===== src/rtl/sprite_pixel_fetch.sv =====
// Sprite-ROM requester: maps VGA pixel coordinates onto a 32x32 glyph ROM and
// composites the returned colour over the background with a fixed 2-cycle latency.
module sprite_pixel_fetch #(
    parameter int unsigned SCALE_SHIFT  = 0,
    parameter logic [11:0] TRANSPARENT  = 12'hFFF,
    parameter int unsigned BLINK_FRAMES = 30
) (
    input  logic        clk,
    input  logic        reset_n,
    input  logic [9:0]  x,
    input  logic [9:0]  y,
    input  logic        video_on,
    input  logic        frame_tick,
    input  logic [9:0]  pos_x_in,
    input  logic [9:0]  pos_y_in,
    input  logic        vis_in,
    input  logic        pos_valid,
    input  logic        blink_en,
    input  logic [11:0] bg_rgb,
    output logic [4:0]  rom_row,
    output logic [4:0]  rom_col,
    input  logic [11:0] rom_color,
    output logic [11:0] rgb,
    output logic        sprite_hit
);

    localparam int unsigned CntW    = (BLINK_FRAMES > 1) ? $clog2(BLINK_FRAMES) : 1;
    localparam logic [CntW-1:0] CntMax = CntW'(BLINK_FRAMES - 1);
    localparam logic [10:0] BoxSize = 11'(32 << SCALE_SHIFT);

    typedef enum logic {StShow, StHide} blink_state_e;

    // Staging and active (displayed) sprite registers
    logic [9:0]  stg_x_q, stg_y_q, act_x_q, act_y_q;
    logic        stg_vis_q, act_vis_q;
    logic        pending_q, pending_d;
    logic        commit;

    // Blink timer
    blink_state_e    state_q, state_d;
    logic [CntW-1:0] cnt_q, cnt_d;
    logic            blink_phase;

    // Hit test and pipeline
    logic [10:0] dx, dy;
    logic        in_box;
    logic        hit1_d, hit1_q, von1_q;
    logic [11:0] bg1_q;
    logic [11:0] rgb_d, rgb_q;
    logic        sprite_hit_d, sprite_hit_q;

    always_comb begin
        dx      = {1'b0, x} - {1'b0, act_x_q};
        dy      = {1'b0, y} - {1'b0, act_y_q};
        in_box  = (x >= act_x_q) & (y >= act_y_q) & (dx < BoxSize) & (dy < BoxSize);
        rom_row = in_box ? 5'(dy >> SCALE_SHIFT) : 5'd0;
        rom_col = in_box ? 5'(dx >> SCALE_SHIFT) : 5'd0;
    end

    // A commit coincident with a new strobe takes the old staging; the new value stays pending.
    always_comb begin
        commit    = frame_tick & pending_q;
        pending_d = pending_q;
        if (commit) pending_d = 1'b0;
        if (pos_valid) pending_d = 1'b1;
    end

    always_ff @(posedge clk or negedge reset_n) begin
        if (!reset_n) begin
            stg_x_q   <= '0;
            stg_y_q   <= '0;
            stg_vis_q <= 1'b0;
            act_x_q   <= '0;
            act_y_q   <= '0;
            act_vis_q <= 1'b0;
            pending_q <= 1'b0;
        end else begin
            if (commit) begin
                act_x_q   <= stg_x_q;
                act_y_q   <= stg_y_q;
                act_vis_q <= stg_vis_q;
            end
            if (pos_valid) begin
                stg_x_q   <= pos_x_in;
                stg_y_q   <= pos_y_in;
                stg_vis_q <= vis_in;
            end
            pending_q <= pending_d;
        end
    end

    always_comb begin
        state_d     = state_q;
        cnt_d       = cnt_q;
        blink_phase = (state_q == StHide);
        if (!blink_en) begin
            state_d = StShow;
            cnt_d   = '0;
        end else if (frame_tick) begin
            if (cnt_q == CntMax) begin
                cnt_d   = '0;
                state_d = (state_q == StShow) ? StHide : StShow;
            end else begin
                cnt_d = cnt_q + 1'b1;
            end
        end
    end

    always_ff @(posedge clk or negedge reset_n) begin
        if (!reset_n) begin
            state_q <= StShow;
            cnt_q   <= '0;
        end else begin
            state_q <= state_d;
            cnt_q   <= cnt_d;
        end
    end

    always_comb begin
        hit1_d       = in_box & act_vis_q & ~(blink_en & blink_phase) & video_on;
        rgb_d        = bg1_q;
        sprite_hit_d = 1'b0;
        if (!von1_q) begin
            rgb_d = '0;
        end else if (hit1_q && (rom_color != TRANSPARENT)) begin
            rgb_d        = rom_color;
            sprite_hit_d = 1'b1;
        end
    end

    always_ff @(posedge clk or negedge reset_n) begin
        if (!reset_n) begin
            hit1_q       <= 1'b0;
            von1_q       <= 1'b0;
            bg1_q        <= '0;
            rgb_q        <= '0;
            sprite_hit_q <= 1'b0;
        end else begin
            hit1_q       <= hit1_d;
            von1_q       <= video_on;
            bg1_q        <= bg_rgb;
            rgb_q        <= rgb_d;
            sprite_hit_q <= sprite_hit_d;
        end
    end

    assign rgb        = rgb_q;
    assign sprite_hit = sprite_hit_q;

endmodule


===== config.mk =====
export PLATFORM = sky130hd
export DESIGN_NAME = sprite_pixel_fetch
export DESIGN_NICKNAME = d
export VERILOG_FILES = /design/src/rtl/sprite_pixel_fetch.sv
export SDC_FILE = /design/constraint.sdc
export NUM_CORES = 1
export LEC_CHECK = 0
export CORE_MARGIN = 1.5
export CORE_UTILIZATION = 28
export DETAILED_ROUTE_END_ITERATION = 12
export HOLD_SLACK_MARGIN = 0.02
export PLACE_DENSITY = 0.51
export RECOVER_POWER = 100
export SLEW_MARGIN = 25
export SYNTH_ARGS = -nofsm -noshare
export SYNTH_HDL_FRONTEND = slang
export SYNTH_SLANG_ARGS = --single-unit

===== constraint.sdc =====
create_clock -name clk -period 3.95 [get_ports clk]
set_input_delay 0.79 -clock clk [delete_from_list [all_inputs] [get_ports clk]]
set_output_delay 0.79 -clock clk [all_outputs]
set_load 0.01 [all_outputs]

-- Yosys cells after proc, flatten, opt, wreduce, memory -nomap -nowiden
Index checks and enable logic that the tools add are counted.
- word-level logic and storage cells: 52
- flip-flop bits (word level): 76
- input port bits: 71
- output and inout bits: 23
- bitwise gates (word level): 9
- mux-type cells: 15
- reductions and logical operators: 3
- add/subtract/negate cells: 3
- $lt $le $gt $ge: 4
- equality and inequality tests: 4
- operators with widths (operator ; count):
    5-bit 2-to-1 mux ; 5
    12-bit 2-to-1 mux ; 2
    11-bit by 6-bit < comparator with 1-bit output (second input constant) ; 2
    10-bit by 10-bit subtractor with 11-bit output ; 2
    10-bit greater-or-equal comparator ; 2
    12-bit != test (second input constant) ; 1
    1-bit bitwise AND ; 8
    1-bit 2-to-1 mux ; 8
    5-bit by 1-bit adder with 5-bit output (second input constant) ; 1
    5-bit == test (second input constant) ; 1
    2-bit by 1-bit != test with 1-bit output (second input constant) ; 1
    2-bit != test (second input constant) ; 1
    2-bit AND reduction ; 1
    2-bit nonzero test ; 1
    1-bit logical AND ; 1
    1-bit NOT ; 1

-- Longest topological paths before layout
- word-level depth: 7
- gate-level depth with buffers: 11

-- Least setup slack after synthesis
Ideal clock, no wire load.
- path type: input port to output port
- start point: input port y[0]
- end point: output port rom_col[1]
- path slack: 0.454 ns
- data arrival time: 2.706 ns
- path buffers: 1
- stages on the path: 11
- cell sequence: inv_1 > ha_1 > inv_1 > fa_1 > a211oi_1 > or2_2 > nand2_1 > mux2i_1 > a22oi_1 > buf_6 > nor4b_2
- cells in the longest elaborated chain, start to end: 5
- elaborated cells between the ends (all ways): 7
- RTL lines (what ; RTL line ; text):
    start, declared ; 11 ; input logic [9:0] y,
    branches (longest 3 deep; another with 10-bit by 10-bit subtractor with 11-bit output) ; -- ;
    1-bit bitwise AND (*) ; 55 ; in_box = (x >= act_x_q) & (y >= act_y_q) & (dx < BoxSize) & (dy < BoxSize);
    5-bit 2-to-1 mux (*) ; 57 ; rom_col = in_box ? 5'(dx >> SCALE_SHIFT) : 5'd0;
    end, declared ; 21 ; output logic [4:0] rom_col,
Mark *: on every way between the ends.

-- Final worst setup path
- start point: input port x[9]
- end point: output port rom_col[1]
- cells in the longest elaborated chain, start to end: 5
- elaborated cells between the ends (all ways): 7
- RTL lines (what ; RTL line ; text):
    start, declared ; 10 ; input logic [9:0] x,
    10-bit by 10-bit subtractor with 11-bit output or 10-bit greater-or-equal comparator (tied branches) ; 53, 55 ;
    11-bit by 6-bit < comparator with 1-bit output or 1-bit bitwise AND (tied branches) ; 55 ;
    1-bit bitwise AND (*) (2 in series) ; 55 ;
    5-bit 2-to-1 mux (*) ; 57 ;
Every way passes the cells marked *; elsewhere a longest branch is shown, timed or not.

==> flow_summary.json <==
{
  "cp_cell_sequence": "clkdlybuf4s50_1, ha_4, o22a_1, o221ai_1, nor4b_4, o311ai_4, buf_6, buf_12, nor4b_4, buf_2",
  "r2r_setup_slack_ps": 1500,
  "multiInputGateArea_mm2": 0.00241,
  "r2r.worst_path.cells": 11,
  "cts_tree": "yes",
  "synth.distinct_cells": 56,
  "grt_pass1_wl_mm": 17.9,
  "vias_per_cell": 4.78,
  "start_util_pct": 28.8,
  "drtPass1Iterations": 4,
  "grt.total_usage_pct": 15.5,
  "failed_checks": "capacitance limit, slew limit",
  "grt_pass1_vias": 3459,
  "regArea_mm2": 0.00190,
  "r2r_end": "hit1_q$_DFF_PN0_",
  "ys_warn_count": 0,
  "synth_cells": 358,
  "clock_latency_ps": 330,
  "worst_slack_ps": 83.2,
  "cp-start-kind": "primary input",
  "drt_iter0_drc": 84,
  "max_stage_delay_ps": 450,
  "syn_area_mm2": 0.00403,
  "syn-num-nets": 453,
  "hpwl_mm": 7.87,
  "path_class": "in2out",
  "whs_endpoint": "pending_q$_DFFE_PN0P_",
  "cp.required_ps": 3160,
  "num_vias": 3294,
  "pin_count": 94,
  "power.total_mw": 2.75,
  "cts_sinks": 76,
  "hp-class": "reg2reg",
  "ant_nets": 0,
  "critPathMostFrequentCell": "nor4b_4",
  "holdPathStages": 1,
  "drcViolationCount": 0,
  "diodes": 0,
  "timing.clock.skew_ps": 5.32,
  "critPathMaxFanout": 5,
  "async_reset_ff_share_pct": 100,
  "hold_violations": 0,
  "die_area_mm2": 0.0151,
  "synth_seq_cells": 76,
  "syn-mean-instance-area_um2": 11.3,
  "wl_per_cell_um": 16.3,
  "final_common_cell": "dfrtp_1",
  "coreArea_mm2": 0.0140,
  "power_leakage_nw": 2.79,
  "cp.arrival_ps": 3080,
  "finalCriticalPeriod_ps": 3870,
  "nets": 599,
  "die_x_um": 123,
  "syn2layout_area_growth_pct": 55.6,
  "drv_cap": 2,
  "gp_congestion": 0.833,
  "path_clk_slew_ps": 60,
  "drive_above_1_share_pct": 37.3,
  "setup_violations": 0,
  "slew_violations": 100,
  "final_cell_mix": "dfrtp_1, buf_4, mux2_2",
  "outcome": "complete, but fails checks",
  "clockBufferDepth": 2,
  "placementRows": 43,
  "slowest_stage": "clkdlybuf4s50_1",
  "peakVddDrop_uv": 191,
  "synth_edf_count": 0,
  "preCtsSetupSlack_ps": -688,
  "fmax_ghz": 0.259,
  "endpoint_kind": "output port",
  "grt_max_degree": 77,
  "routed_wl_mm": 11.2,
  "fillers": 1336,
  "synth_top_flop_cell": "dfrtp_1",
  "slew-limit-headroom_pct": -27.8,
  "antenna_found_initial": 0,
  "htreeDepth": 3,
  "cts_buffers": 9,
  "portBuffers": 93,
  "r2r-start": "act_y_q[1]$_DFFE_PN0P_",
  "power_density_mw_per_mm2": 438,
  "timing.final.crit_share_pct": 97.9,
  "fin_hold_ws_ps": 475,
  "gr-total-overflow": 0,
  "die_h_um": 123,
  "root_buffer": "clkbuf_16",
  "yosysSeqAreaShare_pct": 47.1,
  "tightest_slew_ps": 1920,
  "hold_start": "pending_q$_DFFE_PN0P_"
}
## final cells by class
cell class / instances / area share, %
sequential: 76 / 30.3
timing repair buffer: 149 / 21.2
inverter: 31 / 1.85
tap: 180 / 3.59
multi-input combinational: 237 / 38.5
clock inverter: 4 / 0.778
clock buffer: 12 / 3.77
## power by group
part / total (mW) / leakage, nW / internal, mW / switching [mW]
logic: 1.05 / 1.73 / 0.548 / 0.504
registers: 0.896 / 0.919 / 0.859 / 0.0377
clock network: 0.799 / 0.141 / 0.490 / 0.309
total: 2.75 / 2.79 / 1.90 / 0.851
## synth_stat cells (all sizes together) (5+ instances only)
master	instances	area, um2
mux2	42	473
buf	9	60.1
nand2	14	52.6
inv	31	116
o31ai	5	37.5
a21oi	10	53.8
dfrtp	76	1900
nor4b	5	62.6
clkbuf	5	18.8
mux2i	14	140
nor4	10	113
nor2	23	86.3
o21ai	15	75.1
nand4	7	43.8
ha	22	275
nand3	12	60.1
## state kept, by name (all words and copies together) (netlist names)
name / count
stg_vis_q: 1
cnt_q: 5
stg_x_q: 10
act_vis_q: 1
stg_y_q: 10
rgb: 12
act_x_q: 10
sprite_hit: 1
von1_q: 1
blink_phase: 1
act_y_q: 10
hit1_q: 1
bg1_q: 12
pending_q: 1
## metrics by stage
step           std cells  TNS (ps)  instance area, um2  utilization, %
6_report             689         0                6270            44.9
5_1_grt              689      -126                6270            44.9
4_1_cts              684     -4.44                6110            43.7
3_5_place_dp         662     -6150                5460            39.0
3_3_place_gp         662     -6010                5460            39.0
2_1_floorplan        358         0                4030               -
## per-layer routing
metal  routed length (um)  global-route usage, %
met1                 4970                   20.4
met2                 5690                   25.3
met3                  394                   3.41
met4                  169                   5.46
met5                    0                      0
## how the worst max path moves through the flow
| stage | cells past startpoint | to | startpoint | slack [ps] |
|---|---|---|---|---|
| 2_1_floorplan | 11 | rom_col[1] | y[0] | 450 |
| 3_3_place_gp | 14 | rom_row[1] | y[0] | -710 |
| 4_1_cts | 14 | rom_row[4] | y[0] | -4 |
| 5_1_grt | 9 | rom_row[3] | x[9] | -50 |
| 6_report | 10 | rom_col[1] | x[9] | 80 |
| 3_5_place_dp | 14 | rom_row[1] | y[0] | -690 |
## repair_timing
action                                  4_1_cts  5_1_grt
endpoints found under the setup margin       10       10
hold buffers                                  0        0
resized for setup                           122       29
buffers inserted                              7        6
pin swaps                                    43       24
cloned                                        2        0
## worst max-delay path, delay by kind of cell
family	cells	cell delay (ps)
adder cells (fa/ha/maj)	1	310
AO/OA/AOI/OAI	3	490
AND/OR/NAND/NOR	2	560
buffers and inverters	4	940
## cell families (layout without fill, tap and decap cells)
logic type,Yosys count,count (layout),share of synthesized area [%]
compound gates,59,59,9.99
xor+xnor,5,5,1.09
fa+ha+maj,24,24,7.82
buf+inv,45,196,4.84
flops,76,76,47.1
mux,56,56,15.2
simple gates,93,93,13.9
Power figures use the tool's default switching activity.
==> RTL edit 1: new RTL, config.mk and constraints unchanged <==
`BLINK_FRAMES`: 30 -> 60.
--- a/src/rtl/sprite_pixel_fetch.sv
+++ b/src/rtl/sprite_pixel_fetch.sv
@@ -3,7 +3,7 @@
 module sprite_pixel_fetch #(
     parameter int unsigned SCALE_SHIFT  = 0,
     parameter logic [11:0] TRANSPARENT  = 12'hFFF,
-    parameter int unsigned BLINK_FRAMES = 30
+    parameter int unsigned BLINK_FRAMES = 60
 ) (
     input  logic        clk,
     input  logic        reset_n,
Check against the original RTL: no difference found for any inputs over 10 cycles, from zero or initial values and one cycle with reset_n low; that may be too few to reach the edited logic, so the function may still have changed.
==> RTL edit 1 against the original RTL <==
The run ends with capacitance limit, slew limit, setup timing left; first-iteration DRC count rose by 21%; final area down 1.3%; wire length decreased by 7.9%; sequential power increased by 1%; sequential cell count grew 1; setup slack worse by 320 ps; synthesized area is 1.2% lower; utilization decreased by 0.22 points; total power rose by 1.3%; critical path depth increased by 2.
==> RTL edit 1: results (changes against the original RTL) <==
- The total placed cells including tap cells is 657 (was 662).
- The maximum level of the CTS H-tree came to 3 (unchanged).
- Synth top area cells: sky130_fd_sc_hd__dfrtp_1 (48%), sky130_fd_sc_hd__mux2_2 (12%), sky130_fd_sc_hd__ha_1 (6.6%) (was sky130_fd_sc_hd__dfrtp_1 (47%), sky130_fd_sc_hd__mux2_2 (12%), sky130_fd_sc_hd__ha_1 (6.8%)).
- The largest fanout of any net on the critical path is 6 (was 5).
- The proportion of power drawn by the clock network came to 29.2% (was 29.1%).
- The pin count of the biggest net entering global routing was 78 (was 77).
- The share of final-layout standard cells stronger than drive strength 1 is 39.5% (was 37.3%).
- The post-synthesis cell type count is 52 (was 56).
- The net load switching power is 930 µW (was 851 µW).
- The peak per-stage delay on the critical path is 530 ps (was 450 ps).
- The clock slew at the register clock pins of the worst setup and hold paths is 60 ps (about the same).
- The number of nets in the layout is 593 (was 599).
- The fraction of synthesized cell area in xor and xnor cells is 2.42% (was 1.09%).
- The maximum ir drop on the vdd rail is 0.255 mV (was 0.191 mV).
- The synthesized area divided by synthesized cell count is 11.5 µm² (was 11.3 µm²).
- Failing checks: capacitance limit, slew limit, setup timing (was capacitance limit, slew limit).
- The actual transition at the worst max-transition pin was 1960 ps (was 1920 ps).
- The arrival time reported for the critical path endpoint is 3400 ps (was 3080 ps).
- The final weighted congestion in routability-driven placement is 0.837 (was 0.833).
- The post-synthesis mux area share is 15.4% (was 15.2%).
- The aggregate global-route resource usage is 14.6% (was 15.5%).
- The worst clock skew was 5.35 ps (was 5.32 ps).
- The leakage power is 2.80 nW (was 2.79 nW).
- The slowest cell on the critical path was sky130_fd_sc_hd__or4_4 (was sky130_fd_sc_hd__clkdlybuf4s50_1).
- The max-capacitance violation count was 1 (was 2).
- The final HPWL from detailed placement came to 7160 µm (was 7870 µm).
- The area fraction in compound gates after synthesis was 9.54% (was 9.99%).
- The average detailed-routed wire length per instance is 15.1 µm (was 16.3 µm).
- The wire length of the first global-routing pass is 16,600 µm (was 17,900 µm).
- The number of DRC markers after the initial detailed-route iteration came to 102 (was 84).
- The total nets after synthesis is 440 (was 453).
- The total vias in the final route is 3,156 (was 3,294).
- The placement-stage cell area is 5540 µm² (was 5460 µm²).
- The setup-violating endpoint count in the final report came to 10 (was 0).
- The layout filler cell count came to 1,320 (was 1,336).
- The largest delay contributor family on the critical path is buffers and inverters (unchanged).
- The adder and majority cell fraction of the synthesized area is 7.60% (was 7.82%).
- The setup slack of the critical path after layout is -240 ps (was 83.2 ps).
- Outcome: finished with violations (unchanged).
- The final max-slew violation count was 78 (was 100).
- The proportion of total power due to net switching is 33.4% (was 31.0%).
- The post-cts gate resize count is 129 (was 122).
- The total length of routed wires was 10,300 µm (was 11,200 µm).
- Top post-synthesis cells by count: sky130_fd_sc_hd__dfrtp_1 (77), sky130_fd_sc_hd__mux2_2 (42), sky130_fd_sc_hd__inv_1 (34) (was sky130_fd_sc_hd__dfrtp_1 (76), sky130_fd_sc_hd__mux2_2 (42), sky130_fd_sc_hd__inv_1 (31)).
- The sequential area share after synthesis is 48.3% (was 47.1%).
==> RTL edit 1: cell count changes after synthesis, moves of 3 or more <==
cell and delta:
sky130_fd_sc_hd__inv_1 +3, sky130_fd_sc_hd__nand2_1 +3, sky130_fd_sc_hd__nand3_1 -8, sky130_fd_sc_hd__nor2_1 -6
sky130_fd_sc_hd__nor2b_1 +3, sky130_fd_sc_hd__nor4b_2 -3, sky130_fd_sc_hd__o2111ai_1 +3, sky130_fd_sc_hd__o31ai_1 -3
sky130_fd_sc_hd__xor2_1 +5
==> RTL edit 1: worst paths after layout <==
kind	to	startpoint	cells after the start	slack, ps
worst max-delay path	rom_row[2]	x[2]	12	-240
worst max register to register	hit1_q	act_y_q[6]	12	930
max in group asynchronous	act_y_q[7]	reset_n	1	1800
worst min register to register	pending_q	pending_q	1	480
worst min-delay path	pending_q	pending_q	1	480
min in group asynchronous	stg_x_q[1]	reset_n	1	970
==> RTL edit 1: per-layer routing <==
layer | vias up | GRT usage, % | part of all wire, %
met5 | - | 0 | 0
met4 | 0 | 7.41 | 2.4
met3 | 18 | 2.79 | 3.3
met2 | 53 | 23.6 | 49
met1 | 1549 | 18.7 | 45
li1 | 1536 | - | -
==> RTL edit 1: per-stage QoR <==
step           worst slack (ps)  util, %
2_1_floorplan             -28.6        -
3_3_place_gp              -1190     39.9
3_5_place_dp              -1160     39.9
4_1_cts                    -289     43.9
5_1_grt                    -381     44.6
6_report                   -240     44.6
==> RTL edit 1: final cells by class <==
cell class	instances	share of cell area (%)
Timing Repair Buffer	154	21.6
Multi-Input combinational cell	223	36.9
Clock buffer	9	3.63
Inverter	34	2.14
Clock inverter	7	1.03
Tap cell	180	3.63
Sequential cell	77	31.1
==> RTL edit 2: new RTL, same settings <==
Without the edit above. Add an input register stage for `y`, cleared by the reset; this delays it by one clock. The other inputs are not delayed to match.
--- a/src/rtl/sprite_pixel_fetch.sv
+++ b/src/rtl/sprite_pixel_fetch.sv
@@ -30,6 +30,16 @@
 
     typedef enum logic {StShow, StHide} blink_state_e;
 
+    logic [9:0] y_q;
+
+    always_ff @(posedge clk or negedge reset_n) begin
+        if (!reset_n) begin
+            y_q <= '0;
+        end else begin
+            y_q <= y;
+        end
+    end
+
     // Staging and active (displayed) sprite registers
     logic [9:0]  stg_x_q, stg_y_q, act_x_q, act_y_q;
     logic        stg_vis_q, act_vis_q;
@@ -51,8 +61,8 @@
 
     always_comb begin
         dx      = {1'b0, x} - {1'b0, act_x_q};
-        dy      = {1'b0, y} - {1'b0, act_y_q};
-        in_box  = (x >= act_x_q) & (y >= act_y_q) & (dx < BoxSize) & (dy < BoxSize);
+        dy      = {1'b0, y_q} - {1'b0, act_y_q};
+        in_box  = (x >= act_x_q) & (y_q >= act_y_q) & (dx < BoxSize) & (dy < BoxSize);
         rom_row = in_box ? 5'(dy >> SCALE_SHIFT) : 5'd0;
         rom_col = in_box ? 5'(dx >> SCALE_SHIFT) : 5'd0;
     end
Function: changed (a bounded check fails within 4 cycles, from zero or initial values and one cycle with reset_n low).
==> RTL edit 2 against the original RTL <==
Total power decreased by 0.73%; non-clock buffer count fell by 11; first-iteration DRC count grew 60%; global-route usage shrank 1.9 points; synthesized area grew 5.9%; critical path type unchanged; setup slack improved by 27 ps; highest routed layer unchanged; hold slack improved by 9.6 ps; sequential cell count rose by 10; utilization shrank 3.0 points; wire length fell by 8.2%; clock skew is 0.67 ps higher; the run still ends with capacitance limit, slew limit left; final area fell by 2.0%.
==> RTL edit 2: results (changes against the original RTL) <==
- Outcome: finished with violations (unchanged).
- Failing checks: capacitance limit, slew limit (unchanged).
- The final max-slew violation count is 32 (was 100).
- The area fraction in compound gates after synthesis came to 9.49% (was 9.99%).
- The placement-stage cell area is 5650 µm² (was 5460 µm²).
- The maximum ir drop on the vdd rail is 0.219 mV (was 0.191 mV).
- The average detailed-routed wire length per instance is 15.0 µm (was 16.3 µm).
- The share of final-layout standard cells stronger than drive strength 1 came to 30.2% (was 37.3%).
- Synth top area cells: sky130_fd_sc_hd__dfrtp_1 (50%), sky130_fd_sc_hd__mux2_2 (11%), sky130_fd_sc_hd__ha_1 (6.4%) (was sky130_fd_sc_hd__dfrtp_1 (47%), sky130_fd_sc_hd__mux2_2 (12%), sky130_fd_sc_hd__ha_1 (6.8%)).
- The arrival time reported for the critical path endpoint was 3050 ps (was 3080 ps).
- The adder and majority cell fraction of the synthesized area was 7.38% (was 7.82%).
- The synthesized area divided by synthesized cell count is 11.8 µm² (was 11.3 µm²).
- The fraction of synthesized cell area in xor and xnor cells was 1.64% (was 1.09%).
- The largest fanout of any net on the critical path is 4 (was 5).
- The post-synthesis cell type count came to 55 (was 56).
- The internal power component is 1.91 mW (was 1.90 mW).
- The via count of the first global-routing pass was 3,423 (was 3,459).
- The worst clock skew is 5.98 ps (was 5.32 ps).
- The max-capacitance violation count is 1 (was 2).
- The final weighted congestion in routability-driven placement is 0.880 (was 0.833).
- The largest delay contributor family on the critical path is simple AND/OR/NAND/NOR gates (was buffers and inverters).
- The final HPWL from detailed placement is 7740 µm (was 7870 µm).
- The post-synthesis mux area share was 14.6% (was 15.2%).
- The sequential area share after synthesis is 50.4% (was 47.1%).
- The total vias in the final route is 3,229 (was 3,294).
- The peak per-stage delay on the critical path is 410 ps (was 450 ps).
- Top post-synthesis cells by count: sky130_fd_sc_hd__dfrtp_1 (86), sky130_fd_sc_hd__mux2_2 (43), sky130_fd_sc_hd__inv_1 (31) (was sky130_fd_sc_hd__dfrtp_1 (76), sky130_fd_sc_hd__mux2_2 (42), sky130_fd_sc_hd__inv_1 (31)).
## RTL edit 2: changes by cell type after synthesis, moves of 3 or more
| cell | unedited run | this run |
|---|---|---|
| sky130_fd_sc_hd__a21oi_1 | 9 | 14 |
| sky130_fd_sc_hd__nor4b_2 | 3 | 0 |
| sky130_fd_sc_hd__o31ai_1 | 5 | 1 |
| sky130_fd_sc_hd__nand2_1 | 14 | 11 |
| sky130_fd_sc_hd__and4_1 | 0 | 3 |
| sky130_fd_sc_hd__a31oi_1 | 1 | 5 |
| sky130_fd_sc_hd__dfrtp_1 | 76 | 86 |
| sky130_fd_sc_hd__o21ai_0 | 14 | 7 |
| sky130_fd_sc_hd__nand3_1 | 12 | 6 |
| sky130_fd_sc_hd__o2111ai_1 | 0 | 3 |
## RTL edit 2: cell type report
type / count / area (µm²)
clock inverters: 6 / 68.8
fillers: 1382 / 8550
multi-input cells: 232 / 2150
well taps: 184 / 230
inverters: 31 / 116
clock buffers: 10 / 239
flip-flops and latches: 86 / 2150
repair buffers: 138 / 1190
## RTL edit 2: metal layers
| layer | part of all wire, % | routed length, µm | up-vias | track usage, % |
|---|---|---|---|---|
| li1 | - | - | 1574 | - |
| met5 | 0 | 0 | - | 0 |
| met1 | 42 | 4370 | 1582 | 16.0 |
| met3 | 6.2 | 638 | 8 | 4.77 |
| met2 | 50 | 5160 | 65 | 23.2 |
| met4 | 1.4 | 140 | 0 | 4.46 |
## RTL edit 2: timing repair
item,in CTS,in global routing
setup buffers,4,5
endpoints found under the setup margin,10,10
gates cloned,0,0
resized for setup,66,27
pin swaps,16,20
endpoints found under the hold margin,0,0
## RTL edit 2: logic make-up after synthesis
group	Yosys count
XOR/XNOR	8
adder cells (fa/ha/maj)	24
AO/OA/AOI/OAI	58
AND/OR/NAND/NOR	85
multiplexers	57
flip-flops	86
buffers and inverters	43
## RTL edit 2: power groups by stage
| stage | Sequential, mW | Clock, mW | Combinational, mW |
|---|---|---|---|
| 6_report | 1.00 | 0.873 | 0.851 |
| 5_1_grt | 1.02 | 0.934 | 0.937 |
| 4_1_cts | 1.01 | 0.900 | 0.799 |
| 3_5_place_dp | 1.02 | 0 | 0.752 |
| 3_3_place_gp | 1.02 | 0 | 0.749 |
| 2_1_floorplan | 1.01 | 0 | 0.449 |
## RTL edit 2: final timing paths
| kind | start | to | slack [ps] | cells after the start |
|---|---|---|---|---|
| hold reg to reg | pending_q | pending_q | 490 | 1 |
| setup / recovery | x[8] | rom_col[4] | 110 | 10 |
| max in group asynchronous | reset_n | act_x_q[2] | 1020 | 2 |
| min in group asynchronous | reset_n | stg_y_q[2] | 960 | 1 |
| setup reg to reg | y_q[0] | hit1_q | 1230 | 13 |
| hold / removal | pending_q | pending_q | 490 | 1 |
